### config.mk
export PLATFORM = sky130hd
export DESIGN_NAME = mips_wb_stage
export DESIGN_NICKNAME = d
export VERILOG_FILES = /design/src/rtl/mips_wb_stage.sv
export SDC_FILE = /design/constraint.sdc
export NUM_CORES = 1
export LEC_CHECK = 0
export CORE_MARGIN = 2
export CORE_UTILIZATION = 40
export CTS_BUF_LIST = sky130_fd_sc_hd__clkbuf_4 sky130_fd_sc_hd__clkbuf_8
export CTS_CLUSTER_DIAMETER = 30
export DETAILED_ROUTE_END_ITERATION = 6
export HOLD_SLACK_MARGIN = 0.15
export PLACE_DENSITY = 0.76
export SKIP_CTS_REPAIR_TIMING = 1
export SYNTH_ARGS = -nofsm -noshare
export SYNTH_HDL_FRONTEND = slang
export SYNTH_SLANG_ARGS = --single-unit
### constraint.sdc
create_clock -name clk -period 5.13 [get_ports clk]
set_input_delay 0.7695 -clock clk [delete_from_list [all_inputs] [get_ports clk]]
set_output_delay 0.7695 -clock clk [all_outputs]
set_load 0.02 [all_outputs]
### src/rtl/mips_wb_stage.sv
// MIPS write-back stage: MEM/WB entry register, load alignment/extension,
// register-file write-port arbitration against the mul/div unit, retire counter.
module mips_wb_stage #(
   parameter int unsigned DW         = 32,
   parameter int unsigned RW         = 5,
   parameter int unsigned STARVE_MAX = 3
) (
   input  logic          clk,
   input  logic          rst_n,
   input  logic          mem_valid,
   output logic          mem_ready,
   input  logic          mem_flush,
   input  logic          mem_dest_en,
   input  logic [RW-1:0] mem_dest_idx,
   input  logic [DW-1:0] mem_alu_dat,
   input  logic          mem_is_load,
   input  logic [1:0]    mem_ld_size,
   input  logic          mem_ld_uns,
   input  logic [1:0]    mem_addr_lo,
   input  logic [DW-1:0] mem_rdat,
   input  logic          md_valid,
   output logic          md_ready,
   input  logic [RW-1:0] md_idx,
   input  logic [DW-1:0] md_dat,
   output logic          wb_dest_en,
   output logic [RW-1:0] wb_dest_idx,
   output logic [DW-1:0] wb_dest_dat,
   output logic          wb_excp,
   output logic [31:0]   wb_instret
);

   localparam int unsigned   CW      = (STARVE_MAX < 1) ? 1 : $clog2(STARVE_MAX + 1);
   localparam logic [CW-1:0] CNT_MAX = CW'(STARVE_MAX);

   logic          e_vld;
   logic          e_dest_en;
   logic          e_excp;
   logic [RW-1:0] e_idx;
   logic [DW-1:0] e_dat;

   logic [CW-1:0] starve_cnt;
   logic [CW-1:0] starve_nxt;

   logic [7:0]    ld_byte;
   logic [15:0]   ld_half;
   logic [DW-1:0] ld_dat;
   logic [DW-1:0] cap_dat;
   logic          misal;
   logic          cap_excp;
   logic          capture;
   logic          pipe_wr;

   always_comb begin
      ld_byte = mem_rdat[7:0];
      ld_half = mem_rdat[15:0];
      ld_dat  = mem_rdat;
      misal   = 1'b0;
      case (mem_addr_lo)
         2'd0:    ld_byte = mem_rdat[7:0];
         2'd1:    ld_byte = mem_rdat[15:8];
         2'd2:    ld_byte = mem_rdat[23:16];
         default: ld_byte = mem_rdat[31:24];
      endcase
      if (mem_addr_lo[1]) ld_half = mem_rdat[31:16];
      case (mem_ld_size)
         2'd0: begin
            ld_dat = mem_ld_uns ? {{(DW-8){1'b0}}, ld_byte}
                                : {{(DW-8){ld_byte[7]}}, ld_byte};
         end
         2'd1: begin
            ld_dat = mem_ld_uns ? {{(DW-16){1'b0}}, ld_half}
                                : {{(DW-16){ld_half[15]}}, ld_half};
            misal  = mem_addr_lo[0];
         end
         default: begin
            ld_dat = mem_rdat;
            misal  = |mem_addr_lo;
         end
      endcase
      cap_excp = mem_is_load & misal;
      cap_dat  = mem_is_load ? ld_dat : mem_alu_dat;
   end

   assign mem_ready = (starve_cnt != CNT_MAX);
   assign capture   = mem_valid & mem_ready & ~mem_flush;
   assign pipe_wr   = e_vld & e_dest_en & ~e_excp & (e_idx != '0);
   assign wb_excp   = e_vld & e_excp;

   // The mul/div side is gated by rst_n so the port stays silent during reset.
   always_comb begin
      md_ready    = 1'b0;
      wb_dest_en  = 1'b0;
      wb_dest_idx = '0;
      wb_dest_dat = '0;
      if (pipe_wr) begin
         wb_dest_en  = 1'b1;
         wb_dest_idx = e_idx;
         wb_dest_dat = e_dat;
      end else if (rst_n) begin
         md_ready    = md_valid;
         wb_dest_en  = md_valid & (md_idx != '0);
         wb_dest_idx = md_idx;
         wb_dest_dat = md_dat;
      end
   end

   always_comb begin
      starve_nxt = starve_cnt;
      if (!md_valid || md_ready)     starve_nxt = '0;
      else if (starve_cnt != CNT_MAX) starve_nxt = starve_cnt + CW'(1);
   end

   always_ff @(posedge clk or negedge rst_n) begin
      if (!rst_n) begin
         e_vld      <= 1'b0;
         e_dest_en  <= 1'b0;
         e_excp     <= 1'b0;
         e_idx      <= '0;
         e_dat      <= '0;
         starve_cnt <= '0;
         wb_instret <= '0;
      end else begin
         e_vld      <= capture;
         starve_cnt <= starve_nxt;
         if (capture) begin
            e_dest_en <= mem_dest_en & ~cap_excp;
            e_excp    <= cap_excp;
            e_idx     <= mem_dest_idx;
            e_dat     <= cap_dat;
         end
         if (e_vld && !e_excp) wb_instret <= wb_instret + 32'd1;
      end
   end

endmodule

* Word-level counts from Yosys, hierarchy flattened
Cells that the tools add are included.
** Word-level totals
- Register bits after elaboration :: 74
- Logic and storage cells :: 52
- Output and inout port bits :: 73
** Operators by class
- Bitwise operators :: 12
- Add/subtract/negate cells :: 2
- Reduce and logical (&&, ||, !) cells :: 10
- Multiplexer cells :: 17
- Equal/unequal tests :: 4
** Operators by type and width (number)
- 32-bit 2-to-1 mux :: 5
- 32-bit case mux with 2 select lines :: 1
- 32-bit by 1-bit adder with 32-bit output (second input constant) :: 1
- 8-bit case mux with 3 select lines :: 1
- 16-bit 2-to-1 mux :: 1
- 5-bit 2-to-1 mux :: 2
- 5-bit nonzero test :: 2
- 1-bit AND :: 9
- 2-bit by 1-bit == test with 1-bit output (second input constant) :: 2
- 2-bit zero test :: 2
- 1-bit 2-to-1 mux :: 4
- 2-bit 2-to-1 mux :: 2
- 1-bit inverter :: 3
- 2-bit by 1-bit adder with 2-bit output (second input constant) :: 1
- 2-bit == test (second input constant) :: 1
- 1-bit zero test :: 2
- 2-bit != test (second input constant) :: 1
- 1-bit case mux with 2 select lines :: 1
- 2-bit nonzero test :: 1
- 2-bit OR reduction :: 1
- 1-bit logical AND :: 1
- 1-bit logical OR :: 1

* Logic depth before layout (Yosys ltp)
Gate-level depths: netlist of run 1.
- Depth after elaboration :: 6
- Mapped depth :: 7
- Depth with buffers taken out :: 5

* Worst setup path before layout of run 1
Ideal clock, no wire load.
- Path type :: input-to-output
- Start :: input md_idx[2]
- End :: output wb_dest_en
- Arrival :: 1.591 ns
- Stages on the path :: 3
- Buffers on the path :: 0
- Slack :: 2.769 ns
- Data required time :: 4.360 ns
- Path through :: or4_1 > o211ai_1 > nand2_1
** Between the ends
- Cells in the longest elaborated chain, start to end :: 4
** Ends and longest elaborated chain
- start: declaration :: line 23 : input logic [RW-1:0] md_idx,
- 5-bit nonzero test :: line 101 : wb_dest_en = md_valid & (md_idx != '0);
- 1-bit AND :: line 101
- 1-bit 2-to-1 mux :: line 99 : end else if (rst_n) begin
- 1-bit 2-to-1 mux :: line 95 : if (pipe_wr) begin
- end: declaration :: line 25 : output logic wb_dest_en,
No other way between the ends.

* Final worst setup path of run 1
- Start :: register e_idx[1]
- End :: output md_ready
** Between the ends
- Cells in the longest elaborated chain, start to end :: 3
** Ends and longest elaborated chain
- start: declaration :: line 38 : logic [RW-1:0] e_idx;
- start signal: assignment :: line 128 : e_idx <= mem_dest_idx;
- 5-bit nonzero test :: line 86 : assign pipe_wr = e_vld & e_dest_en & ~e_excp & (e_idx != '0);
- 1-bit AND :: line 86
- 1-bit 2-to-1 mux :: line 95
- end: declaration :: line 22 : output logic md_ready,
No other way between the ends.

==> impl_results.md, run 1 <==
* Crit Path Class: reg -> out
* Syn Nets at 650
* Grt total ovfl at 0
* Initial DRC count at 300
* FMAX at 257.0 MHz
* Top cells by count, synth: nand2_1 (112), dfrtp_1 (74), nor2_1 (58)
* Max-cap violations at 0
* Total wire length at 14340 microns
* Synth cell types at 48
* Sequential Area at roughly 0.0019 sq mm
* I/O pins at 191
* Worst Hold Depth at 1
* Fillers at ~1000
* Die height at ~110 microns
* Total GRT Usage at 23.18%
* Area leader, netlist: dfrtp_1
* Worst-path clk slew at ~0.07 ns
* Slew margin rel. at 19.57%
* Setup TNS Final at 0 ns
* Post-Synthesis Cells at 530
* Vias in the first global route at 4544
* Final setup viols at 0
* Initial antenna violation count at 0
* Largest net degree at the start of global routing at 79
* Avg Cell Area, Syn at 8.562 sq um
* Crit Reg-Reg Startpoint: e_idx[1]
* Synth top area share at 40.81%
* FP Rows at 38
* Worst reg2reg path depth at 4
* Worst-skew pair later-pin latency at around 0.35 ns
* RR Endpoint: starve_cnt[0]
* Hold EP: wb_instret[31]
* Vias per cell at 5.512
* GPL Wtd Cong at 0.9258
* Count leader, synth: nand2_1
* Final HPWL DP at 10540 microns
* Peak supply drop at 145.0 uV
* Worst Tran Pin Value at 1.206 ns
* Post-synth EDFFs at 0
* Multi-input gate area at 0.002474 sq mm
* Die ar. at 0.01221 sq mm
* Share of cells above drive strength 1 at roughly 5.8%
* Failing checks: DRC
* Final period utilization at between 70% and 80%
* Root buf cell: clkbuf_8
* Final hold vios at 0
* Yosys warns at 0
* CTS tree: done
* Status: complete, but fails checks
* Arrival @ worst endpoint at 3.12 ns
* Largest stage delay, worst path at 0.87 ns
* Total CTS buffers at 9
* Synth top area cells: dfrtp_1 (41%), nand2_1 (9.3%), nand3_1 (5.8%)
* Placed Cells at 826
* First-pass detailed-route iteration total at 7
* Worst Hold Launch: wb_instret[31]
* R2r setup slk at 2.85 ns
* Port bufs at 190
* Clock skew at 0.008699 ns
* Synthesized flop and latch total at 74
* Final min period at around 3.9 ns
* Core area at 0.01094 sq mm
* Unrepaired setup endpoints after global routing: false
* Final ANT Viol Nets at 0
* Syn-to-layout area delta at 47.81%
* CTS Sinks at 74
* Min-delay worst type: reg -> reg
* CP Cell Sequence: or4_4, o211ai_4, and3_1, clkdlybuf4s50_1
* P_leak at ~0.0028 uW
* Seq/Total Area, Yosys at 40.81%
* Mapped Area at 0.004538 sq mm
* Final nets at 817
* Crit-path max FO at 40
* Max stage delay cell, worst path: o211ai_4
* DRC viols at 21
* Initial core utilization at around 41%
* Final Non-Filler Cells at between 800 and 900
* Ys flop type: dfrtp_1
* Via Count at ~4600
* ANT cells at 0
* Average routed wire per standard cell at approximately 17 microns
* WP data required at 4.36 ns
* CP Launch Type: register
* Pwr dens at 256.8 mW/mm^2
* First-pass GRT wire length at 23080 microns
* Final Max Slew Viols at 0
* Die Span X at 110.5 microns
* H-tree Lvls at 3
* Worst setup EP type: output pin
* Ys async rst share at between 90% and 100%
* Max Root-Sink Buffers at 2
critical path, delay by kind of cell, from the launching register on:
kind / cells / cell delay, ns
compound gates: 1 / 0.87
buf+inv: 1 / 0.62
simple gates: 2 / 0.89
flops: 1 / 0.40
placed cells by master (no fill, tap or decap), types with 2 or more instances in the layout:
cell	instances
o211ai_1	2
and3_1	6
o221ai_1	6
o21ai_0	3
mux2i_1	14
nand3_1	53
nor2b_1	10
bufinv_16	2
xnor2_1	29
nand2_1	112
mux2_2	7
and2_1	3
a22oi_1	8
and4_1	6
buf_4	8
inv_1	4
a221oi_1	24
nand4b_1	2
nand4_1	10
a22o_1	7
nor4_4	2
ha_1	2
a21oi_1	10
nand3b_1	6
clkbuf_8	11
nor2_1	58
xor2_1	3
nand2b_1	2
dfrtp_1	74
clkdlybuf4s50_1	189
a31oi_1	9
logic make-up (layout without fill, tap and decap cells):
family / after synthesis / in the layout / synth area share (%)
compound gates: 76 / 76 / 12.96
flops: 74 / 74 / 40.81
xor+xnor: 32 / 32 / 6.176
simple gates: 278 / 278 / 29.20
mux: 22 / 22 / 5.321
fa+ha+maj: 2 / 2 / 0.5513
buf+inv: 46 / 218 / 4.990
how the worst max path moves through the flow:
stage	from	endpoint	cells past startpoint
after floorplan	md_idx[2]	wb_dest_en	3
after global placement	e_idx[1]	wb_dest_idx[3]	5
after detailed placement	e_idx[1]	wb_dest_idx[3]	5
after CTS	e_idx[1]	wb_dest_idx[3]	5
after global routing	e_idx[1]	wb_dest_dat[11]	5
final	e_idx[1]	md_ready	4
flip-flops by register name, indices dropped and copies added, names as in the netlist:
register,count
wb_instret,32
starve_cnt,2
e_dat,32
e_vld,1
e_excp,1
e_idx,5
e_dest_en,1
power by group:
part / leakage (uW) / total, uW / switching (uW) / internal [uW]
Clock: 0.000116 / 530 / 227 / 303
Combinational: 0.00181 / 473 / 226 / 247
Sequential: 0.000918 / 719 / 68.3 / 651
Total: 0.00284 / 1720 / 521 / 1200
area by class of cell:
class	count	share of cell area (%)
Sequential cell	74	27.61
Timing Repair Buffer	197	29.10
Clock buffer	11	2.257
Multi-Input combinational cell	410	36.88
Tap cell	140	2.611
Inverter	5	0.2798
Clock inverter	5	1.268
per-stage QoR:
step / total power (uW) / cell area (sq um) / util (%) / setup slack, ns / hold slack, ns
4_1_cts: 1737 / 6708 / 61.34 / 1.183 / 0.4763
3_5_place_dp: 1204 / 6471 / 59.18 / 1.582 / 0.4624
5_1_grt: 1814 / 6708 / 61.34 / 1.033 / 0.4963
2_1_floorplan: 952.2 / 4538 / - / 2.769 / 0.4739
3_3_place_gp: 1190 / 6471 / 59.18 / 1.671 / 0.4607
6_report: 1723 / 6708 / 61.34 / 1.240 / 0.4748
layer usage:
layer / vias up / GRT usage (%) / routed length [microns]
li1: 2204 / - / -
met1: 2204 / 30.89 / 6268
met2: 213 / 37.18 / 6718
met3: 20 / 6.586 / 1099
met4: 0 / 6.083 / 255
met5: - / 0 / 0
Note: power is estimated with default switching activity, not from simulation.
==> run 2, diff against run 1 <==
PLACE_DENSITY = 0.79   (was 0.76)
clock period = 3.35 ns   (was 5.13 ns; I/O delays follow)
==> run 2 against run 1 <==
Net effect:
- the run now ends clean
- cell count grew 1.2%
- die area did not move
- sequential power rose by 54%
- routed wire length up 1.9%
- clock skew is 0.0040 ns higher
==> impl_results.md, run 2 (same netlist as run 1, synthesis figures left out) <==
* Biggest registers after layout: e_dat (32), wb_instret (32), e_idx (5)
* CTS tree: done
* DRC viols at 0 (-100%)
* Status: finished clean
* Final min period at 3.094 ns
* ANT cells at 0 (unchanged)
* Switch Pwr at 789.6 uW (+52%)
* Crit path max-delay family: buffers and inverters
* Total wire length at 14620 microns (+1.9%)
* Average routed wire per standard cell at 17.16 microns (+0.74%)
* Worst setup EP type: output pin
* Arrival @ worst endpoint at 2.59 ns (-0.53 ns)
* Total CTS buffers at 9 (unchanged)
* Grt total ovfl at 0 (unchanged)
* Final hold vios at 0 (unchanged)
* Final Max Slew Viols at 0 (unchanged)
* First-pass GRT wire length at 23610 microns (+2.3%)
* Commonest non-fill, non-tap cell in the layout: clkdlybuf4s50_1
* Worst path bufs/invs at 2 (+1)
* Syn-to-layout area delta at 49.35%
* Core area at 0.01094 sq mm (unchanged)
* Initial antenna violation count at 0 (unchanged)
* Final HPWL DP at 11280 microns (+7.0%)
* Largest net degree at the start of global routing at 75 (-5.1%)
* Combinational power share at 29.0% (+1.5 points)
* Max stage delay cell, worst path: clkdlybuf4s50_1
* P_leak at 0.002884 uW (+1.5%)
* Worst Tran Pin Value at 0.7533 ns (-0.4531 ns)
* Int Pwr at 1769 uW (+47%)
* GPL Wtd Cong at 0.9506 (+2.7%)
* Fillers at 959 (-1.6%)
* Vias in the first global route at 4677 (+2.9%)
* Die height at 110.5 microns (unchanged)
* Pwr dens at 377.5 mW/mm^2 (+47%)
* Switch share at 30.86% (+0.61 points)
* I/O pins at 191 (unchanged)
* Clock skew at 0.01271 ns (+0.004009 ns)
* Sequential Power Share at 43.2% (+1.4 points)
* Final ANT Viol Nets at 0 (unchanged)
* Min-delay worst type: reg -> reg
* Root buf cell: clkbuf_8
* Final period utilization at between 90% and 100%
* Slew margin rel. at 49.08% (+30 points)
* Worst-path clk slew at 0.07 ns (about the same)
* Most frequent cells in the layout: clkdlybuf4s50_1 (189), nand2_1 (112), dfrtp_1 (74), nor2_1 (58), nand3_1 (53)
* Unrepaired setup endpoints after global routing: false
* Final nets at 827 (+1.2%)
* R2r setup slk at 1.08 ns (-1.77 ns)
* Port bufs at 190 (unchanged)
* Peak supply drop at 239.8 uV (+65%)
* Crit Path Class: reg -> out
* First-pass detailed-route iteration total at 7 (unchanged)
* Die Span X at 110.5 microns (unchanged)
* Total GRT Usage at 23.79% (+0.61 points)
* FMAX at 323.2 MHz
* Setup TNS Final at 0 ns (unchanged)
* Share of cells above drive strength 1 at 7.022% (+1.2 points)
* Via Count at 4764 (+2.7%)
* CTS Sinks at 74 (unchanged)
* WP data required at 2.85 ns (-1.51 ns)
* Worst-skew pair later-pin latency at 0.35 ns (about the same)
* Initial core utilization at 41.50% (unchanged)
* FP Rows at 38 (unchanged)
* Crit-path max FO at 22 (-45%)
* CP Launch Type: register
* Max-cap violations at 0 (unchanged)
* Vias per cell at 5.592 (+1.4%)
* Clk pwr share at 27.8% (-3.0 points)
* CP Cell Sequence: or4_4, o211ai_4, buf_4, nand3_1, nand2_1, clkdlybuf4s50_1
* Initial DRC count at 344 (+15%)
* Max Root-Sink Buffers at 2 (unchanged)
* Final setup viols at 0 (unchanged)
* Die ar. at 0.01221 sq mm (unchanged)
* Worst Slack Setup Final at 0.2560 ns (-0.9835 ns)
* Largest stage delay, worst path at 0.63 ns (-0.24 ns)
* H-tree Lvls at 3 (unchanged)
* Place WS at 0.5384 ns (-1.043 ns)
[run 2: changes by cell type in the layout (fill, tap and decap cells not counted)]
| cell | change |
|---|---|
| clkbuf_4 | +2 |
| buf_12 | +2 |
| clkinv_2 | +1 |
| dlygate4sd3_1 | +1 |
| buf_4 | +7 |
| clkbuf_8 | -1 |
| bufinv_16 | -1 |
| inv_6 | -1 |
[run 2: per-layer routing]
metal,track usage [%],vias up,routed length [microns]
met5,0,-,0
li1,-,2222,-
met4,9.750,0,416
met2,38.73,247,7160
met3,6.037,33,1302
met1,30.21,2262,5740
[run 2: area by class of cell]
class | count | area, sq um | share of cell area [%]
clock buffer | 12 | 152.6 | 2.252
clock inverter | 4 | 51.30 | 0.7569
inverter | 5 | 18.77 | 0.2769
multi-input combinational | 410 | 2474 | 36.50
sequential | 74 | 1852 | 27.32
tap | 140 | 175.2 | 2.584
timing repair buffer | 207 | 2054 | 30.31
[run 2: worst paths after layout]
check | endpoint | cells after the start | startpoint
hold / removal | wb_instret[31] | 1 | wb_instret[31]
min in group asynchronous | e_dat[30] | 2 | rst_n
hold reg to reg | wb_instret[31] | 1 | wb_instret[31]
max in group asynchronous | wb_instret[26] | 4 | rst_n
setup / recovery | wb_dest_dat[31] | 6 | e_idx[1]
setup reg to reg | e_dat[14] | 5 | starve_cnt[0]
[run 2: power groups by stage]
| stage | registers, uW | clock network, uW | logic [uW] |
|---|---|---|---|
| floorplan | 1120 | 0 | 337 |
| global placement | 1110 | 0 | 726 |
| detailed placement | 1120 | 0 | 742 |
| CTS | 1100 | 729 | 744 |
| global route | 1120 | 768 | 802 |
| finish | 1110 | 710 | 743 |
[run 2: per-stage QoR]
stage          hold WS (ns)  total power [uW]  instances  instance area, sq um  utilization (%)
2_1_floorplan        0.2069              1458        530                  4538                -
3_3_place_gp         0.4123              1838        835                  6564            60.02
6_report             0.4732              2558        852                  6778            61.98
3_5_place_dp         0.4155              1861        835                  6564            60.02
4_1_cts             0.03596              2577        851                  6768            61.89
5_1_grt              0.5224              2688        852                  6778            61.98
==> run 3, diff against run 2 <==
--- a/config.mk
+++ b/config.mk
@@ -11,6 +11,6 @@
 export CTS_CLUSTER_DIAMETER = 30
 export DETAILED_ROUTE_END_ITERATION = 6
+export DONT_BUFFER_PORTS = 1
 export HOLD_SLACK_MARGIN = 0.15
-export PLACE_DENSITY = 0.79
 export SKIP_CTS_REPAIR_TIMING = 1
 export SYNTH_ARGS = -nofsm -noshare
==> constraint.sdc (replaced) <==
create_clock -name clk -period 3.35 [get_ports clk]
set_input_delay 0.5025 -clock clk [delete_from_list [all_inputs] [get_ports clk]]
set_output_delay 0.5025 -clock clk [all_outputs]
set_load 0.005 [all_outputs]
==> run 3 against run 2 <==
Net effect:
- clock-buffer cell count fell by 3
- register-to-register slack improved by 0.13 ns
- combinational power fell by 56%
- design area fell by 30%
- clock power fell by 16%
- sequential share of layout area rose by 12 points
- routed wire length fell by 9.6%
==> impl_results.md, run 3 (same netlist as run 1, synthesis figures left out) <==
* Status: finished clean
* Biggest registers after layout: e_dat (32), wb_instret (32), e_idx (5)
* Die ar. at 0.01221 sq mm (unchanged)
* Worst Tran Pin Value at 0.7721 ns (+0.01884 ns)
* CTS Sinks at 74 (unchanged)
* Final HPWL DP at 9170 microns (-19%)
* Setup TNS Final at 0 ns (unchanged)
* Worst Hold Launch: mem_ld_size[1]
* ANT cells at 0 (unchanged)
* Switch Pwr at 619.5 uW (-22%)
* Syn-to-layout area delta at 4.577%
* Crit Reg-Reg Startpoint: starve_cnt[0]
* RR Endpoint: e_dat[9]
* Max-cap violations at 0 (unchanged)
* Fillers at 1140 (+19%)
* Clk pwr share at 29.4% (+1.6 points)
* Total wire length at 13210 microns (-9.6%)
* Final period utilization at 81.45% (-11 points)
* P_leak at 0.002088 uW (-28%)
* Total GRT Usage at 20.79% (-3.0 points)
* Largest net degree at the start of global routing at 115 (+53%)
* Switch share at 30.49% (-0.37 points)
* GRT Max-Usage Layer: met2
* Initial core utilization at 41.50% (unchanged)
* Final min period at 2.729 ns (-0.3654 ns)
* FP Rows at 38 (unchanged)
* Most frequent cells in the layout: nand2_1 (112), dfrtp_1 (74), nor2_1 (58), nand3_1 (53), xnor2_1 (29)
* Sequential Power Share at 54.4% (+11 points)
* Worst Slack Setup Final at 0.6215 ns (+0.3654 ns)
* Final nets at 626 (-24%)
* R2r setup slk at 1.21 ns (+0.13 ns)
* H-tree Lvls at 3 (unchanged)
* Hold slack final at 0.2893 ns (-0.1838 ns)
* Final setup viols at 0 (unchanged)
* Unrepaired setup endpoints after global routing: false
* First-pass GRT wire length at 20540 microns (-13%)
* Initial DRC count at 260 (-24%)
* Clock skew at 0.006747 ns (-0.005962 ns)
* Worst-path clk slew at 0.08 ns (about the same)
* GPL Wtd Cong at 0.8122 (-15%)
* Die height at 110.5 microns (unchanged)
* Int Pwr at 1412 uW (-20%)
* Average routed wire per standard cell at 20.32 microns (+18%)
* Final Max Slew Viols at 0 (unchanged)
* Vias per cell at 5.928 (+6.0%)
* Arrival @ worst endpoint at 2.23 ns (-0.36 ns)
* Via Count at 3853 (-19%)
* Worst Hold Depth at 2 (+1)
* CTS tree: done
* Port bufs at 0 (-100%)
* Worst setup EP type: output pin
* Pwr dens at 428.1 mW/mm^2 (+13%)
* Commonest non-fill, non-tap cell in the layout: nand2_1
* Slew margin rel. at 47.80% (-1.3 points)
* Initial antenna violation count at 0 (unchanged)
* Max Root-Sink Buffers at 2 (unchanged)
* First-pass detailed-route iteration total at 5 (-2)
* Crit Path Class: reg -> out
* Crit-path max FO at 32 (+45%)
* Grt total ovfl at 0 (unchanged)
* Final ANT Viol Nets at 0 (unchanged)
* M1 GR Usage at 25.91% (-4.3 points)
* DRC viols at 0 (unchanged)
* Final hold vios at 0 (unchanged)
* Worst-skew pair later-pin latency at 0.34 ns (about the same)
* Root buf cell: clkbuf_8
* Hold EP: e_dat[19]
* Share of cells above drive strength 1 at 7.255% (+0.23 points)
* Die Span X at 110.5 microns (unchanged)
* Peak supply drop at 211.2 uV (-12%)
* CP Launch Type: register
* Worst reg2reg path depth at 5 (unchanged)
* WP data required at 2.85 ns (about the same)
* Vias in the first global route at 3779 (-19%)
* Core area at 0.01094 sq mm (unchanged)
* Place WS at 0.9877 ns (+0.4493 ns)
* Min-delay worst type: in -> reg
* FMAX at 366.5 MHz (+13%)
* Total CTS buffers at 9 (unchanged)
* I/O pins at 191 (unchanged)
* Met2 Usage GRT at 34.72% (-4.0 points)
* Combinational power share at 16.2% (-13 points)
* GR Util met3 at 6.970% (+0.93 points)
-- run 3: cell count changes in the layout (fill, tap and decap cells not counted), sizes merged --
cell,change
bufinv,-1
clkbuf,-3
clkinvlp,+1
clkinv,+2
clkdlybuf4s50,-189
buf,-12
-- run 3: stage by stage --
stage / utilization, % / power [uW] / std cells / instance area [sq um]
floorplan: - / 1380 / 530 / 4538
global placement: 41.60 / 1421 / 633 / 4549
detailed placement: 41.60 / 1433 / 633 / 4549
CTS: 43.05 / 2038 / 648 / 4708
global route: 43.40 / 2163 / 650 / 4746
finish: 43.40 / 2032 / 650 / 4746
-- run 3: how the worst max path moves through the flow --
stage,start,slack (ns),endpoint
6_report,e_idx[1],0.62,wb_dest_dat[16]
5_1_grt,e_idx[1],0.49,wb_dest_dat[20]
4_1_cts,e_idx[1],0.60,wb_dest_dat[16]
3_5_place_dp,e_idx[1],0.99,wb_dest_dat[16]
3_3_place_gp,e_idx[2],1.04,md_ready
2_1_floorplan,e_idx[1],1.34,wb_dest_dat[10]
-- run 3: worst max-delay path, cell delays in order (launching register included) --
cell      delay, ns
dfrtp_1        0.40
or4_4          0.56
o211ai_4       0.31
buf_4          0.39
nand3_1        0.12
nand2_1        0.10
-- run 3: cell type report --
type	instances	area, sq um	share of cell area [%]
multi-input cells	410	2474	52.12
flip-flops and latches	74	1852	39.02
well taps	140	175.2	3.691
clock buffers	9	123.9	2.610
repair buffers	6	67.56	1.424
clock inverters	6	35.03	0.7382
inverters	5	18.77	0.3955
-- run 3: layer usage --
| metal | vias to the layer above | routed length, microns |
|---|---|---|
| li1 | 1823 | - |
| met1 | 1824 | 5389 |
| met2 | 199 | 6477 |
| met3 | 7 | 1257 |
| met4 | 0 | 86 |
| met5 | - | 0 |
-- run 3: power by group through the flow --
stage | logic [uW] | registers [uW] | clock network, uW
2_1_floorplan | 291 | 1090 | 0
5_1_grt | 376 | 1120 | 664
3_3_place_gp | 303 | 1120 | 0
4_1_cts | 312 | 1110 | 620
3_5_place_dp | 311 | 1120 | 0
6_report | 330 | 1100 | 598
